## src/rtl/rpn_stack_ctrl.sv

```systemverilog
// Operand-stack controller between the keypad/ALU front end and a single-port BRAM.
// Optional feature: define CLEAR_EN to add a synchronous stack-clear input.
module rpn_stack_ctrl #(
    parameter int                DATA_W   = 8,
    parameter int                ADDR_W   = 13,
    parameter int                RD_LAT   = 2,
    parameter logic [DATA_W-1:0] UNARY_OP = 8'd133
) (
    input  logic              clk,
    input  logic              rst,
    input  logic              valid_signal,
    input  logic [DATA_W-1:0] value,
    input  logic              enter_edge,
    input  logic [DATA_W-1:0] douta,
    output logic              wea,
    output logic              ena,
    output logic [ADDR_W-1:0] addra,
    output logic [DATA_W-1:0] dina,
    output logic [DATA_W-1:0] a,
    output logic [DATA_W-1:0] b,
    output logic [DATA_W-1:0] op,
    output logic              result_valid,
    output logic              busy,
    output logic              empty,
    output logic              full,
    output logic              err_under,
    output logic              err_drop
`ifdef CLEAR_EN
    ,
    input  logic              clear
`endif
);

    typedef enum logic [2:0] {
        S_IDLE  = 3'd0,
        S_PUSH  = 3'd1,
        S_ISSUE = 3'd2,
        S_WAIT  = 3'd3,
        S_DONE  = 3'd4
    } state_t;

    localparam logic [ADDR_W:0] FULL_CNT = {1'b1, {ADDR_W{1'b0}}};

    state_t            state;
    logic [ADDR_W:0]   sp;
    logic [1:0]        pop_idx;
    logic [2:0]        wait_cnt;
    logic              unary;
    logic [DATA_W-1:0] b_sh;
    logic [DATA_W-1:0] op_sh;

    assign busy  = (state != S_IDLE);
    assign empty = (sp == '0);
    assign full  = (sp == FULL_CNT);

    // Stack FSM: push write, three-stage pop with read-latency wait, result hand-off.
    always_ff @(posedge clk) begin
        if (rst) begin
            state        <= S_IDLE;
            sp           <= '0;
            pop_idx      <= 2'd0;
            wait_cnt     <= 3'd0;
            unary        <= 1'b0;
            b_sh         <= '0;
            op_sh        <= '0;
            wea          <= 1'b0;
            ena          <= 1'b0;
            addra        <= '0;
            dina         <= '0;
            a            <= '0;
            b            <= '0;
            op           <= '0;
            result_valid <= 1'b0;
            err_under    <= 1'b0;
            err_drop     <= 1'b0;
`ifdef CLEAR_EN
        end else if (clear) begin
            state        <= S_IDLE;
            sp           <= '0;
            wea          <= 1'b0;
            ena          <= 1'b0;
            result_valid <= 1'b0;
            err_under    <= 1'b0;
            err_drop     <= 1'b0;
`endif
        end else begin
            wea          <= 1'b0;
            ena          <= 1'b0;
            result_valid <= 1'b0;
            err_under    <= 1'b0;
            err_drop     <= valid_signal & ((state != S_IDLE) | full);
            case (state)
                S_IDLE: begin
                    // A push wins over a simultaneous enter, which is simply lost.
                    if (valid_signal) begin
                        if (!full) begin
                            state <= S_PUSH;
                            wea   <= 1'b1;
                            ena   <= 1'b1;
                            addra <= sp[ADDR_W-1:0];
                            dina  <= value;
                        end
                    end else if (enter_edge) begin
                        if (sp < (ADDR_W+1)'(2)) begin
                            err_under <= 1'b1;
                        end else begin
                            state   <= S_ISSUE;
                            ena     <= 1'b1;
                            addra   <= ADDR_W'(sp - (ADDR_W+1)'(1));
                            pop_idx <= 2'd0;
                        end
                    end
                end
                S_PUSH: begin
                    sp    <= sp + (ADDR_W+1)'(1);
                    state <= S_IDLE;
                end
                S_ISSUE: begin
                    state    <= S_WAIT;
                    wait_cnt <= 3'(RD_LAT - 1);
                end
                S_WAIT: begin
                    if (wait_cnt != 3'd0) begin
                        wait_cnt <= wait_cnt - 3'd1;
                    end else begin
                        case (pop_idx)
                            2'd0: begin
                                b_sh    <= douta;
                                state   <= S_ISSUE;
                                ena     <= 1'b1;
                                addra   <= ADDR_W'(sp - (ADDR_W+1)'(2));
                                pop_idx <= 2'd1;
                            end
                            2'd1: begin
                                op_sh <= douta;
                                if (douta == UNARY_OP) begin
                                    a            <= '0;
                                    b            <= b_sh;
                                    op           <= douta;
                                    result_valid <= 1'b1;
                                    unary        <= 1'b1;
                                    state        <= S_DONE;
                                end else if (sp == (ADDR_W+1)'(2)) begin
                                    err_under <= 1'b1;
                                    state     <= S_IDLE;
                                end else begin
                                    state   <= S_ISSUE;
                                    ena     <= 1'b1;
                                    addra   <= ADDR_W'(sp - (ADDR_W+1)'(3));
                                    pop_idx <= 2'd2;
                                end
                            end
                            default: begin
                                a            <= douta;
                                b            <= b_sh;
                                op           <= op_sh;
                                result_valid <= 1'b1;
                                unary        <= 1'b0;
                                state        <= S_DONE;
                            end
                        endcase
                    end
                end
                S_DONE: begin
                    sp    <= unary ? (sp - (ADDR_W+1)'(2)) : (sp - (ADDR_W+1)'(3));
                    state <= S_IDLE;
                end
                default: begin
                    state <= S_IDLE;
                end
            endcase
        end
    end

endmodule

```

## config.mk

```make
export PLATFORM = sky130hd
export DESIGN_NAME = rpn_stack_ctrl
export DESIGN_NICKNAME = d
export VERILOG_FILES = /design/src/rtl/rpn_stack_ctrl.sv
export SDC_FILE = /design/constraint.sdc
export NUM_CORES = 1
export LEC_CHECK = 0
export CAP_MARGIN = 5
export CORE_ASPECT_RATIO = 1.5
export CORE_MARGIN = 4
export CORE_UTILIZATION = 58
export CTS_CLUSTER_DIAMETER = 50
export DETAILED_ROUTE_END_ITERATION = 16
export HOLD_SLACK_MARGIN = 0.12
export PLACE_DENSITY = 0.85
export SLEW_MARGIN = 20
export SYNTH_ARGS = -nofsm -noshare
export SYNTH_HDL_FRONTEND = slang
export SYNTH_SLANG_ARGS = --single-unit
```

## constraint.sdc

```tcl
create_clock -name clk -period 4.3 [get_ports clk]
set_clock_uncertainty 0.1 [all_clocks]
set_input_delay 0.86 -clock clk [delete_from_list [all_inputs] [get_ports clk]]
set_output_delay 0.86 -clock clk [all_outputs]
set_load 0.1 [all_outputs]
```

==> results of run 1 <==
-- per-stage QoR --
stage | total power, µW | util, % | cells | hold slack (ns) | instance area [µm²]
floorplan | 1360 | - | 554 | 0.331 | 4580
global placement | 1490 | 69.2 | 691 | 0.341 | 5300
detailed placement | 1500 | 69.2 | 691 | 0.349 | 5300
CTS | 2350 | 73.4 | 707 | 0.358 | 5620
global route | 2410 | 73.4 | 707 | 0.378 | 5620
finish | 2330 | 73.4 | 707 | 0.356 | 5620
-- worst max-delay path by stage --
stage               slack, ns  endpoint  cells after the start
global route             0.78      full                      5
global placement         1.06      a[7]                      7
detailed placement       0.95      a[6]                      7
floorplan                0.06     empty                      4
CTS                      0.88      full                      5
finish                   0.87      full                      5
-- power groups by stage --
stage | Combinational [µW] | Clock, µW | Sequential (µW)
5_1_grt | 627 | 889 | 895
3_3_place_gp | 583 | 0 | 906
3_5_place_dp | 592 | 0 | 908
6_report | 596 | 842 | 890
2_1_floorplan | 234 | 0 | 1130
4_1_cts | 597 | 859 | 890
-- worst max-delay path, stage by stage, from the launching register on --
cell,delay [ns]
dfxtp_1,0.41
inv_1,0.23
ha_1,0.18
or3b_2,0.49
nor4_4,0.45
buf_4,0.37
-- final cells by class --
type	count	share of cell area, %
Clock inverter	4	1.36
Multi-Input combinational cell	408	45.7
Timing Repair Buffer	82	14.0
Clock buffer	12	4.38
Tap cell	102	2.27
Inverter	10	0.667
Sequential cell	89	31.7
-- cell families after synthesis --
| family | synth area share [%] |
|---|---|
| adders and majority gates | 2.73 |
| AOI/OAI and AO/OA | 18.5 |
| buffers and inverters | 5.25 |
| DFF | 38.9 |
| and+or+nand+nor | 25.0 |
| muxes | 5.27 |
| xor gates and xnor gates | 4.40 |
-- routing by layer --
layer	vias up	GRT usage [%]	part of all wire, %
li1	2061	-	-
met1	2076	30.7	37
met2	213	49.6	52
met3	46	5.82	5.7
met4	0	16.9	4.9
met5	-	0	0
-- state kept, by name (all words and copies together), names as in the netlist, 8 cells and up --
name	count
op	8
b_sh	8
sp	14
dina	8
addra	13
a	8
b	8
op_sh	8
-- cells in the final DEF (no fill, tap or decap), drive strengths merged, types with 6 or more instances in the layout --
cell type      count
a211oi            16
nand2             70
a21oi             32
dfxtp             89
nor3              17
nor4               8
clkdlybuf4s50     68
or4                6
a32oi             10
xnor2             15
clkbuf            12
a311oi            10
inv               10
nand3              6
nor2              84
xor2               8
nand2b             7
o21ai             13
or3               10
buf               14
ha                10
mux2i             23
==> flow_summary.json, run 1 <==
{
  "status": "complete, no violations",
  "grt_pass1_wl_mm": 20.7,
  "r2r_slack_ns": 1.18,
  "cts_tree": "yes",
  "p_comb_share_pct": 25.6,
  "ff2ff_path_depth": 8,
  "r2r-end": "addra[7]",
  "clk_latency_ns": 0.34,
  "leakage_uw": 0.00201,
  "routabilityCongestion": 0.985,
  "fp-row-count": 39,
  "whs_path_depth": 2,
  "startpoint_type": "register",
  "hold_path_class": "register to register",
  "layout_setup_ws_ns": 0.867,
  "grt_usage_pct": 28.1,
  "p_sw_share_pct": 33.1,
  "ys_types": 66,
  "drive_gt1_share_pct": 8.76,
  "routed_wl_mm": 12.7,
  "path_class": "register to output pin",
  "setup_viol": 0,
  "power_switching_uw": 772,
  "synth_top_cell_by_area": "dfxtp_1",
  "pre_cts_ws_ns": 0.954,
  "synthTopCellsByArea": "dfxtp_1 (39%), nor2_1 (6.9%), nand2_1 (5.7%), mux2i_1 (5.0%), a21oi_1 (3.5%)",
  "post-cts-setup-buffers": 0,
  "fin_nets": 630,
  "dr.pass1.iters": 6,
  "core_um2": 7660,
  "cts_buffer_depth": 2,
  "power_frac_clock_pct": 36.2,
  "die_x_um": 80.5,
  "period_minus_slack_ns": 3.43,
  "final_max_slew_viol_count": 0,
  "hpwl_mm": 8.92,
  "synthesis.nets": 584,
  "start_util_pct": 59.8,
  "path_max_fanout": 9,
  "seq_area_um2": 1780,
  "synth_commonest_cells": "dfxtp_1 (89), nor2_1 (84), nand2_1 (69)",
  "synth_seq_area_share_pct": 38.9,
  "syn_area_per_cell_um2": 8.26,
  "fmax_mhz": 291,
  "yosys_warnings": 0,
  "r2r_start": "sp[2]",
  "multi_input_area_um2": 2570,
  "ys.flop_type": "dfxtp_1",
  "synthArstFlopShare_pct": 0,
  "synth-seq-cells": 89,
  "required_ns": 3.34,
  "fill_cells": 610,
  "p_int_uw": 1560,
  "drc": 0,
  "numPortBuffers": 72,
  "synth_edf_count": 0,
  "tightest_slew_ns": 1.02,
  "rsz0062_at_grt": "false",
  "cts_sinks": 89,
  "vias": 4396,
  "max_slew_margin_pct": 31.9,
  "grt_max_degree": 65,
  "finalCritPeriodShare_pct": 79.8,
  "clk_pin_slew_worst_paths_ns": 0.06,
  "hold_violations": 0,
  "overflow": 0,
  "via_per_inst": 6.22,
  "min_to": "b[3]",
  "synth.top_cell.area_share_pct": 38.9,
  "synth_area_um2": 4580,
  "numCtsBuffers": 9,
  "die_h_um": 117,
  "htree_levels": 3,
  "cp-end-kind": "output pin",
  "drv_cap": 0,
  "drt_iter0_drc": 348,
  "synthesis.instances": 554,
  "grt_pass1_vias": 4246,
  "cp.arrival_ns": 2.47,
  "areaGrowthSynthToFinish_pct": 22.8,
  "cts_root_buffer": "clkbuf_16",
  "grt_antenna_before_repair": 0,
  "worstHoldStart": "b_sh[3]",
  "die_area_um2": 9410,
  "setup_tns_ns": 0,
  "pwr-share-seq_pct": 38.2,
  "worstSetupStartpoint": "sp[1]",
  "yosysMostFrequentCell": "dfxtp_1",
  "postCtsHoldBufs": 0,
  "cts_resized": 0,
  "num_antenna_cells": 0,
  "ir_worst_vdd_mv": 0.263,
  "pin_count": 73,
  "postRouteAntennaNets": 0,
  "powerDensity_nw_per_um2": 414,
  "wl_per_cell_um": 18.0
}
No activity file was read; power rests on OpenSTA's default activity.
==> inputs of run 2 (changes only) <==
--- a/config.mk
+++ b/config.mk
@@ -8,11 +8,11 @@
 export CAP_MARGIN = 5
 export CORE_ASPECT_RATIO = 1.5
 export CORE_MARGIN = 4
-export CORE_UTILIZATION = 58
+export CORE_UTILIZATION = 49
 export CTS_CLUSTER_DIAMETER = 50
 export DETAILED_ROUTE_END_ITERATION = 16
 export HOLD_SLACK_MARGIN = 0.12
-export PLACE_DENSITY = 0.85
+export PLACE_DENSITY = 0.77
 export SLEW_MARGIN = 20
 export SYNTH_ARGS = -nofsm -noshare
 export SYNTH_HDL_FRONTEND = slang
==> constraint.sdc (replaced) <==
create_clock -name clk -period 2.9 [get_ports clk]
set_clock_uncertainty 0.1 [all_clocks]
set_input_delay 0.58 -clock clk [delete_from_list [all_inputs] [get_ports clk]]
set_output_delay 0.58 -clock clk [all_outputs]
set_load 0.1 [all_outputs]
==> run 2 against run 1 <==
Count of clock-buffer cells in the layout decreased by 3. Register-to-register slack got worse by 0.98 ns. Cell area increased by 1.7%. Sequential cell count unchanged. Worst hold slack got worse by 0.0058 ns. Sequential power increased by 47%. First-iteration DRC count decreased by 29%. Via count decreased by 0.14%. Largest cell class unchanged. Highest routed layer unchanged.
==> flow_summary.json, run 2 (synthesis results as in run 1) <==
{
  "fin_util_pct": 63.6,
  "core_um2": 8990,
  "via_per_inst": 5.91,
  "pin_count": 73,
  "areaGrowthSynthToFinish_pct": 24.9,
  "clk_latency_ns": 0.34,
  "die_h_um": 126,
  "grt_antenna_before_repair": 0,
  "drv_cap": 0,
  "pwr-share-seq_pct": 39.9,
  "p_comb_share_pct": 27.8,
  "cts_tree": "yes",
  "layout_setup_ws_ns": 0.0626,
  "hpwl_mm": 9.46,
  "mostFrequentLayoutCells": "dfxtp_1 (88), buf_4 (88), nor2_1 (84), nand2_1 (69), a21oi_1 (32)",
  "path_max_fanout": 9,
  "grt_pass1_wl_mm": 21.1,
  "die_x_um": 86.9,
  "required_ns": 2.22,
  "p_sw_share_pct": 35.6,
  "largestRegisters": "sp: 14 flops, addra: 13 flops",
  "dr.pass1.iters": 5,
  "wl_met2_mm": 6.76,
  "ff2ff_path_depth": 8,
  "largest_register_ff_count": 14,
  "power_frac_clock_pct": 32.3,
  "top_layer_used": "met4",
  "period_minus_slack_ns": 2.84,
  "fp-row-count": 42,
  "cp.arrival_ns": 2.16,
  "wl_met1_mm": 4.88,
  "die_area_um2": 11000,
  "htree_levels": 3,
  "hold_violations": 0,
  "drive_gt1_share_pct": 21.6,
  "max_slew_margin_pct": 55.7,
  "tightest_slew_ns": 0.659,
  "post-cts-setup-buffers": 0,
  "start_util_pct": 50.9,
  "fmax_mhz": 352,
  "numCtsBuffers": 9,
  "cts_sinks": 89,
  "routed_wl_mm": 13.0,
  "fin_nets": 659,
  "leakage_uw": 0.00223,
  "num_antenna_cells": 0,
  "startpoint_type": "register",
  "whs_path_depth": 2,
  "cts_buffer_depth": 2,
  "overflow": 0,
  "dp_cells": 727,
  "p_int_uw": 2120,
  "hold_path_class": "register to register",
  "ir_worst_vdd_mv": 0.458,
  "fin_cells": 743,
  "numPortBuffers": 72,
  "clk_pin_slew_worst_paths_ns": 0.06,
  "wl_per_cell_um": 17.5,
  "grt_pass1_vias": 4385,
  "postRouteAntennaNets": 0,
  "setup_viol": 0,
  "vias": 4390,
  "cts_root_buffer": "clkbuf_16",
  "grt_usage_pct": 24.1,
  "grt_max_degree": 66,
  "pre_cts_ws_ns": -0.0889,
  "status": "complete, no violations",
  "finalCritPeriodShare_pct": 97.8,
  "cp-end-kind": "output pin",
  "fin_area_um2": 5720,
  "routabilityCongestion": 1.00,
  "drc": 0,
  "placed_area_um2": 5440,
  "route.met3.wl_um": 713,
  "postCtsHoldBufs": 0,
  "powerDensity_nw_per_um2": 576,
  "power_switching_uw": 1170,
  "final_max_slew_viol_count": 0,
  "rsz0062_at_grt": "false",
  "path_class": "register to output pin",
  "largest_register": "sp",
  "drt_iter0_drc": 248,
  "cts_resized": 0
}
run 2: through the flow:
| stage | setup TNS (ns) | total power (µW) | hold WS [ns] |
|---|---|---|---|
| 6_report | 0 | 3290 | 0.350 |
| 5_1_grt | 0 | 3410 | 0.377 |
| 4_1_cts | 0 | 3300 | 0.352 |
| 3_5_place_dp | -0.825 | 2250 | 0.345 |
| 3_3_place_gp | -0.0689 | 2230 | 0.339 |
| 2_1_floorplan | -5.43 | 2020 | 0.331 |
run 2: routing by layer:
layer | global-route usage, % | vias to the layer above
met5 | 0 | -
met4 | 14.2 | 0
met3 | 4.41 | 55
met2 | 42.7 | 191
met1 | 25.9 | 2036
li1 | - | 2108
run 2: final timing paths:
| check | from | to | slack (ns) |
|---|---|---|---|
| worst max register to register | sp[2] | sp[9] | 0.20 |
| worst min register to register | b_sh[3] | b[3] | 0.35 |
| worst min-delay path | b_sh[3] | b[3] | 0.35 |
| worst max-delay path | sp[2] | full | 0.06 |
run 2: power by group through the flow:
stage / clock network, µW / registers [µW] / logic (µW)
finish: 1060 / 1310 / 915
global route: 1130 / 1320 / 963
CTS: 1080 / 1310 / 909
detailed placement: 0 / 1340 / 906
global placement: 0 / 1340 / 894
floorplan: 0 / 1670 / 352
run 2: final cells by class:
cell class | count | area [µm²]
well taps | 110 | 138
flip-flops and latches | 89 | 1780
inverters | 10 | 37.5
clock inverters | 6 | 45.0
fillers | 769 | 3270
multi-input cells | 408 | 2570
repair buffers | 111 | 917
clock buffers | 9 | 225
run 2: critical path: stages, from the launching register on:
cell,delay [ns]
dfxtp_1,0.42
or4_1,0.66
nor4_4,0.36
buf_4,0.20
buf_12,0.17
==> inputs of run 3 (changes only) <==
--- a/config.mk
+++ b/config.mk
@@ -8,11 +8,12 @@
 export CAP_MARGIN = 5
 export CORE_ASPECT_RATIO = 1.5
 export CORE_MARGIN = 4
-export CORE_UTILIZATION = 49
+export CORE_UTILIZATION = 57
 export CTS_CLUSTER_DIAMETER = 50
 export DETAILED_ROUTE_END_ITERATION = 16
+export DONT_BUFFER_PORTS = 1
 export HOLD_SLACK_MARGIN = 0.12
-export PLACE_DENSITY = 0.77
+export PLACE_DENSITY = 0.75
 export SLEW_MARGIN = 20
 export SYNTH_ARGS = -nofsm -noshare
 export SYNTH_HDL_FRONTEND = slang
==> run 3 against run 2 <==
Via count decreased by 5.8%. First-iteration DRC count increased by 9.7%. Sequential power increased by 27%. Sequential share of layout area increased by 3.6 points. Count of clock-buffer cells in the layout increased by 3. Register-to-register slack got worse by 0.02 ns. Combinational power decreased by 53%. Routed wire length decreased by 3.4%. Critical endpoint is now empty.
==> flow_summary.json, run 3 (synthesis results as in run 1) <==
{
  "die_h_um": 118,
  "drive_gt1_share_pct": 14.3,
  "finalCritPeriodShare_pct": 96.8,
  "drv_cap": 0,
  "clk_pin_slew_worst_paths_ns": 0.06,
  "drc": 0,
  "clk_latency_ns": 0.34,
  "cts_buffer_depth": 2,
  "wl_per_cell_um": 19.0,
  "mostFrequentLayoutCells": "dfxtp_1 (88), nor2_1 (84), nand2_1 (69), buf_4 (36), a21oi_1 (32)",
  "hold_violations": 0,
  "areaGrowthSynthToFinish_pct": 12.1,
  "setup_viol": 0,
  "grt_usage_pct": 27.2,
  "path_max_fanout": 7,
  "drt_iter0_drc": 272,
  "start_util_pct": 59.4,
  "numPortBuffers": 0,
  "hpwl_mm": 9.07,
  "dr.pass1.iters": 6,
  "cp.arrival_ns": 2.13,
  "pin_count": 73,
  "grt_max_degree": 90,
  "grt_pass1_wl_mm": 20.0,
  "leakage_uw": 0.00189,
  "setup_tns_ns": 0,
  "fin_nets": 585,
  "cts_sinks": 89,
  "largestRegisters": "sp: 14 flops, addra: 13 flops",
  "power.total_uw": 3340,
  "postRouteAntennaNets": 0,
  "tightest_slew_ns": 0.994,
  "via_per_inst": 6.25,
  "ir_worst_vdd_mv": 0.453,
  "crit_chain": "or3_4 -> or4_4 -> nor3_4 -> buf_4",
  "numCtsBuffers": 9,
  "powerDensity_nw_per_um2": 651,
  "routabilityCongestion": 0.928,
  "largest_register": "sp",
  "status": "complete, no violations",
  "rsz0062_at_grt": "false",
  "path_depth": 4,
  "max_slew_margin_pct": 33.6,
  "largest_register_ff_count": 14,
  "crit_buf_inv": 1,
  "cp_top_family": "simple AND/OR/NAND/NOR gates",
  "fmax_mhz": 356,
  "die_x_um": 81.2,
  "required_ns": 2.22,
  "fill_cells": 657,
  "whs_path_depth": 1,
  "vias": 4135,
  "core_um2": 7710,
  "grt_pass1_vias": 4102,
  "num_antenna_cells": 0,
  "hold_path_class": "primary input to register",
  "routed_wl_mm": 12.6,
  "overflow": 0,
  "path_class": "register to output pin",
  "fp-row-count": 39,
  "period_minus_slack_ns": 2.81,
  "crit_slowest_cell": "or4_4",
  "die_area_um2": 9560,
  "cts_tree": "yes",
  "critical_path.max_stage_delay_ns": 0.49,
  "final_common_cell": "dfxtp_1",
  "ff2ff_path_depth": 10,
  "htree_levels": 3,
  "cp-end-kind": "output pin",
  "cts_root_buffer": "clkbuf_16",
  "grt_antenna_before_repair": 0,
  "final_max_slew_viol_count": 0,
  "startpoint_type": "register"
}
## run 3: layer usage
metal	wire, µm	vias up	track usage, %
met5	0	-	0
met2	6660	171	46.7
met1	4360	1953	27.1
li1	-	1963	-
met3	736	48	7.27
met4	798	0	20.1
## run 3: cell type report
class | count | area [µm²] | area share, %
clock buffer | 12 | 246 | 4.80
clock inverter | 4 | 76.3 | 1.49
inverter | 10 | 37.5 | 0.731
multi-input combinational | 408 | 2580 | 50.3
sequential | 89 | 1780 | 34.7
tap | 102 | 128 | 2.49
timing repair buffer | 37 | 282 | 5.49
## run 3: power breakdown
group | switching, µW | total [µW] | internal (µW) | leakage, µW
combinational | 264 | 431 | 167 | 0.00101
sequential | 378 | 1660 | 1280 | 0.000723
clock | 474 | 1250 | 780 | 0.000153
## run 3: final timing paths
check                              from  slack (ns)        to
worst min register to register  b_sh[2]        0.35      b[2]
worst min-delay path                rst        0.21  op_sh[2]
worst max register to register    sp[0]        0.18  addra[5]
worst max-delay path             sp[11]        0.09     empty
## run 3: stage by stage
stage          hold slack [ns]  std cells  setup WS (ns)  utilization [%]  instance area, µm²
2_1_floorplan            0.331        554         -0.300                -                4600
3_3_place_gp             0.334        645          0.360             62.2                4800
3_5_place_dp             0.336        645          0.316             62.2                4800
4_1_cts                  0.193        662         0.0612             66.6                5130
5_1_grt                  0.191        662         0.0522             66.6                5130
6_report                 0.205        662         0.0926             66.6                5130
## run 3: repair_timing
item	CTS	global route
setup buffers	1	0
pin swaps	1	1
hold buffers	0	0
setup endpoints to repair	1	1
gates resized for setup	1	0
==> edit 1, RTL diff (settings of run 3) <==
Re-encode `state_t` (5 states) as one-hot, 5 bits wide.
--- a/src/rtl/rpn_stack_ctrl.sv
+++ b/src/rtl/rpn_stack_ctrl.sv
@@ -31,12 +31,12 @@
 `endif
 );
 
-    typedef enum logic [2:0] {
-        S_IDLE  = 3'd0,
-        S_PUSH  = 3'd1,
-        S_ISSUE = 3'd2,
-        S_WAIT  = 3'd3,
-        S_DONE  = 3'd4
+    typedef enum logic [4:0] {
+        S_IDLE  = 5'b00001,
+        S_PUSH  = 5'b00010,
+        S_ISSUE = 5'b00100,
+        S_WAIT  = 5'b01000,
+        S_DONE  = 5'b10000
     } state_t;
 
     localparam logic [ADDR_W:0] FULL_CNT = {1'b1, {ADDR_W{1'b0}}};
Check against the original RTL: no difference found for any inputs over 10 cycles, from zero or initial values and one cycle with rst high; not proved beyond that.
==> edit 1 against run 3 <==
Global-route usage is 0.72 points higher. Worst setup slack better by 0.0069 ns. Power is 0.66% lower. First-iteration DRC count is 17% lower. Critical path depth is 2 higher. Sequential share of layout area is 0.35 points higher. Routed wire length is 3.9% higher. Via count is 0.99% higher. Area after synthesis is 1.3% higher. Count of clock-buffer cells in the layout is 1 lower. Sequential cell count is 2 higher. Cell area is 1.1% higher. Largest cell class unchanged. Largest power group unchanged. Highest routed layer unchanged.
==> edit 1: results <==
group,metric,value,unit
outcome,status,"completed",
setup_path,cp_slowest_stage_delay,0.45,ns
logic_synthesis,synthTopCellsByArea,"dfxtp_1 (39%), a21oi_1 (6.9%), nand2_1 (6.2%), nor2_1 (4.3%), mux2i_1 (3.9%)",
finish,drive_gt1_share,13.6,%
logic_synthesis,synthXorXnorAreaFrac,4.15,%
power_and_ir_drop,p_sw,1.18,mW
finish,nNetsFinal,592,
setup_path,reg2regPathDepth,7,
finish,n_fill_cell,676,
finish,fin_cells,672,
global_route,grt_pass1_vias,4101,
setup_path,crit_end,"full",
finish,clock_cell_area_share,5.64,%
finish,layout.non_clock_buffers,33,
global_route,grt_usage,27.9,%
detailed_routing,num_vias,4176,
setup_path,path_max_fanout,11,
finish,multi_input_cells,417,
placement,place_area,4900,µm²
logic_synthesis,synthAdderAreaFrac,2.70,%
logic_synthesis,synth-compound-area-share,19.6,%
sta,hold_slack,0.193,ns
finish,buf_share,5.40,%
sta,min_period,2.80,ns
hold_path,holdPathEnd,"op_sh[4]$_SDFFE_PP0P_",
finish,seq_cell_count,91,
[edit 1: changes by cell type in the layout (fill, tap and decap cells not counted), sizes merged, moves of 6 or more]
cell,before,now
a21oi,32,64
and3,2,9
nand2,70,77
nand3,6,27
nor2,84,54
nor3,17,11
xnor2,15,8
xor2,8,14
[edit 1: power groups by stage]
| stage | clock network [mW] | registers (mW) | logic [mW] |
|---|---|---|---|
| final | 1.19 | 1.66 | 0.480 |
| after global routing | 1.24 | 1.66 | 0.513 |
| after CTS | 1.19 | 1.66 | 0.480 |
| after detailed placement | 0 | 1.68 | 0.478 |
| after global placement | 0 | 1.68 | 0.468 |
| after floorplan | 0 | 1.74 | 0.349 |
[edit 1: metal layers]
metal	track usage, %	wire length [µm]	part of all wire [%]
met1	30.5	4770	37
met2	47.2	6740	52
met3	6.33	799	6.1
met4	17.5	731	5.6
met5	0	0	0
==> edit 2, RTL diff (settings of run 3) <==
Made on the original files. Add a define of `CLEAR_EN`.
--- a/src/rtl/rpn_stack_ctrl.sv
+++ b/src/rtl/rpn_stack_ctrl.sv
@@ -1,5 +1,7 @@
 // Operand-stack controller between the keypad/ALU front end and a single-port BRAM.
 // Optional feature: define CLEAR_EN to add a synchronous stack-clear input.
+`define CLEAR_EN
+
 module rpn_stack_ctrl #(
     parameter int                DATA_W   = 8,
     parameter int                ADDR_W   = 13,
Ports: changed (added clear); port bits go from 73 to 74. The function was not compared with the original's and may differ.
==> edit 2 against run 3 <==
Sequential cell count stayed put. Hold slack better by 0.0057 ns. Area after synthesis is 1.5% lower. Cell area is 3.1% lower. Worst setup slack better by 0.029 ns. Final cell count is 5.6% lower. Die area is 1.4% lower. Routed wire length is 13% lower.
Power is not compared: it rests on default switching activity, and its combinational part moved more than twofold at a synthesized area within 25%.
==> edit 2: results <==
group,metric,value,unit
detailed_routing,finalWirelength,10900,µm
setup_path,worst_path_max_delay_cell,"dfxtp_1",
logic_synthesis,synth.distinct_cells,62,
placement,placed_cells,608,
finish,multiInputGateArea,2500,µm²
global_route,grt_max_degree,70,
cts,cts_resized,0,
placement,place_area,4650,µm²
finish,seq_share,35.8,%
global_route,grt_pass1_wl,18000,µm
finish,syn_to_final_growth,10.3,%
logic_synthesis,synthTopCellsByArea,"dfxtp_1 (40%), nor2_1 (8.0%), mux2i_1 (7.3%), nand2_1 (4.1%), xnor2_1 (4.1%)",
global_route,grt_usage,24.5,%
logic_synthesis,ys_top_cells_by_count,"nor2_1 (96), dfxtp_1 (89), nand2_1 (49), mux2i_1 (33), a21oi_1 (28)",
detailed_routing,vias_per_cell,5.96,
setup_path,cp_slowest_stage_delay,0.44,ns
sta,worst_slew_pin_slew,1.00,ns
outcome,status,"completed",
logic_synthesis,synth_mux_area_share,7.58,%
logic_synthesis,synthXorXnorAreaFrac,4.66,%
setup_path,path_max_fanout,10,
finish,multi_input_cells,378,
setup_path,rr_startpoint,"sp[1]$_SDFFE_PP0P_",
setup_path,crit_start,"sp[5]$_SDFFE_PP0P_",
placement,dp_hpwl,7950,µm
global_route,grt_pass1_vias,3782,
finish,nNetsFinal,549,
setup_path,arrival,2.10,ns
hold_path,holdPathEnd,"dina[4]$_SDFFE_PP0P_",
finish,buf_share,4.23,%
logic_synthesis,synth-seq-area-share,39.5,%
[edit 2: cell types whose count changed in the layout (fill, tap and decap cells not counted), moves of 6 or more]
cell | run 3 | this run
nor4_1 | 7 | 1
a32oi_1 | 10 | 0
nand2_1 | 69 | 49
xnor2_1 | 15 | 21
nor2_1 | 84 | 96
buf_4 | 36 | 25
or3_1 | 9 | 2
mux2i_1 | 23 | 33
a22oi_1 | 1 | 12
[edit 2: metrics by stage]
stage | worst slack (ns) | setup TNS, ns | hold WS [ns]
CTS | 0.00785 | 0 | 0.200
finish | 0.122 | 0 | 0.211
floorplan | -0.0668 | -0.534 | 0.331
global placement | 0.345 | 0 | 0.331
global route | 0.0272 | 0 | 0.194
detailed placement | 0.234 | 0 | 0.349
[edit 2: power groups by stage]
stage | combinational (mW) | sequential (mW) | clock (mW)
after detailed placement | 0.162 | 1.44 | 0
after global placement | 0.157 | 1.44 | 0
after floorplan | 0.133 | 1.44 | 0
final | 0.164 | 1.41 | 1.18
after CTS | 0.163 | 1.41 | 1.19
after global routing | 0.179 | 1.41 | 1.24
[edit 2: cell families after synthesis]
logic type	after synthesis
fa+ha+maj	10
compound gates	93
mux	34
xor+xnor	24
flops	89
simple gates	217
buf+inv	54
[edit 2: worst max path at each step]
stage                       endpoint  slack, ns
3_3_place_gp   addra[4]$_SDFFE_PP0P_       0.35
3_5_place_dp   addra[5]$_SDFFE_PP0P_       0.23
4_1_cts                         full      0.008
6_report                        full       0.12
5_1_grt                         full       0.03
2_1_floorplan   dina[7]$_SDFFE_PP0P_      -0.07
[edit 2: per-layer routing]
layer	part of all wire, %	global-route usage, %
met5	0	0
met4	3.8	13.5
met3	5.9	6.97
met2	53	43.5
met1	37	25.8
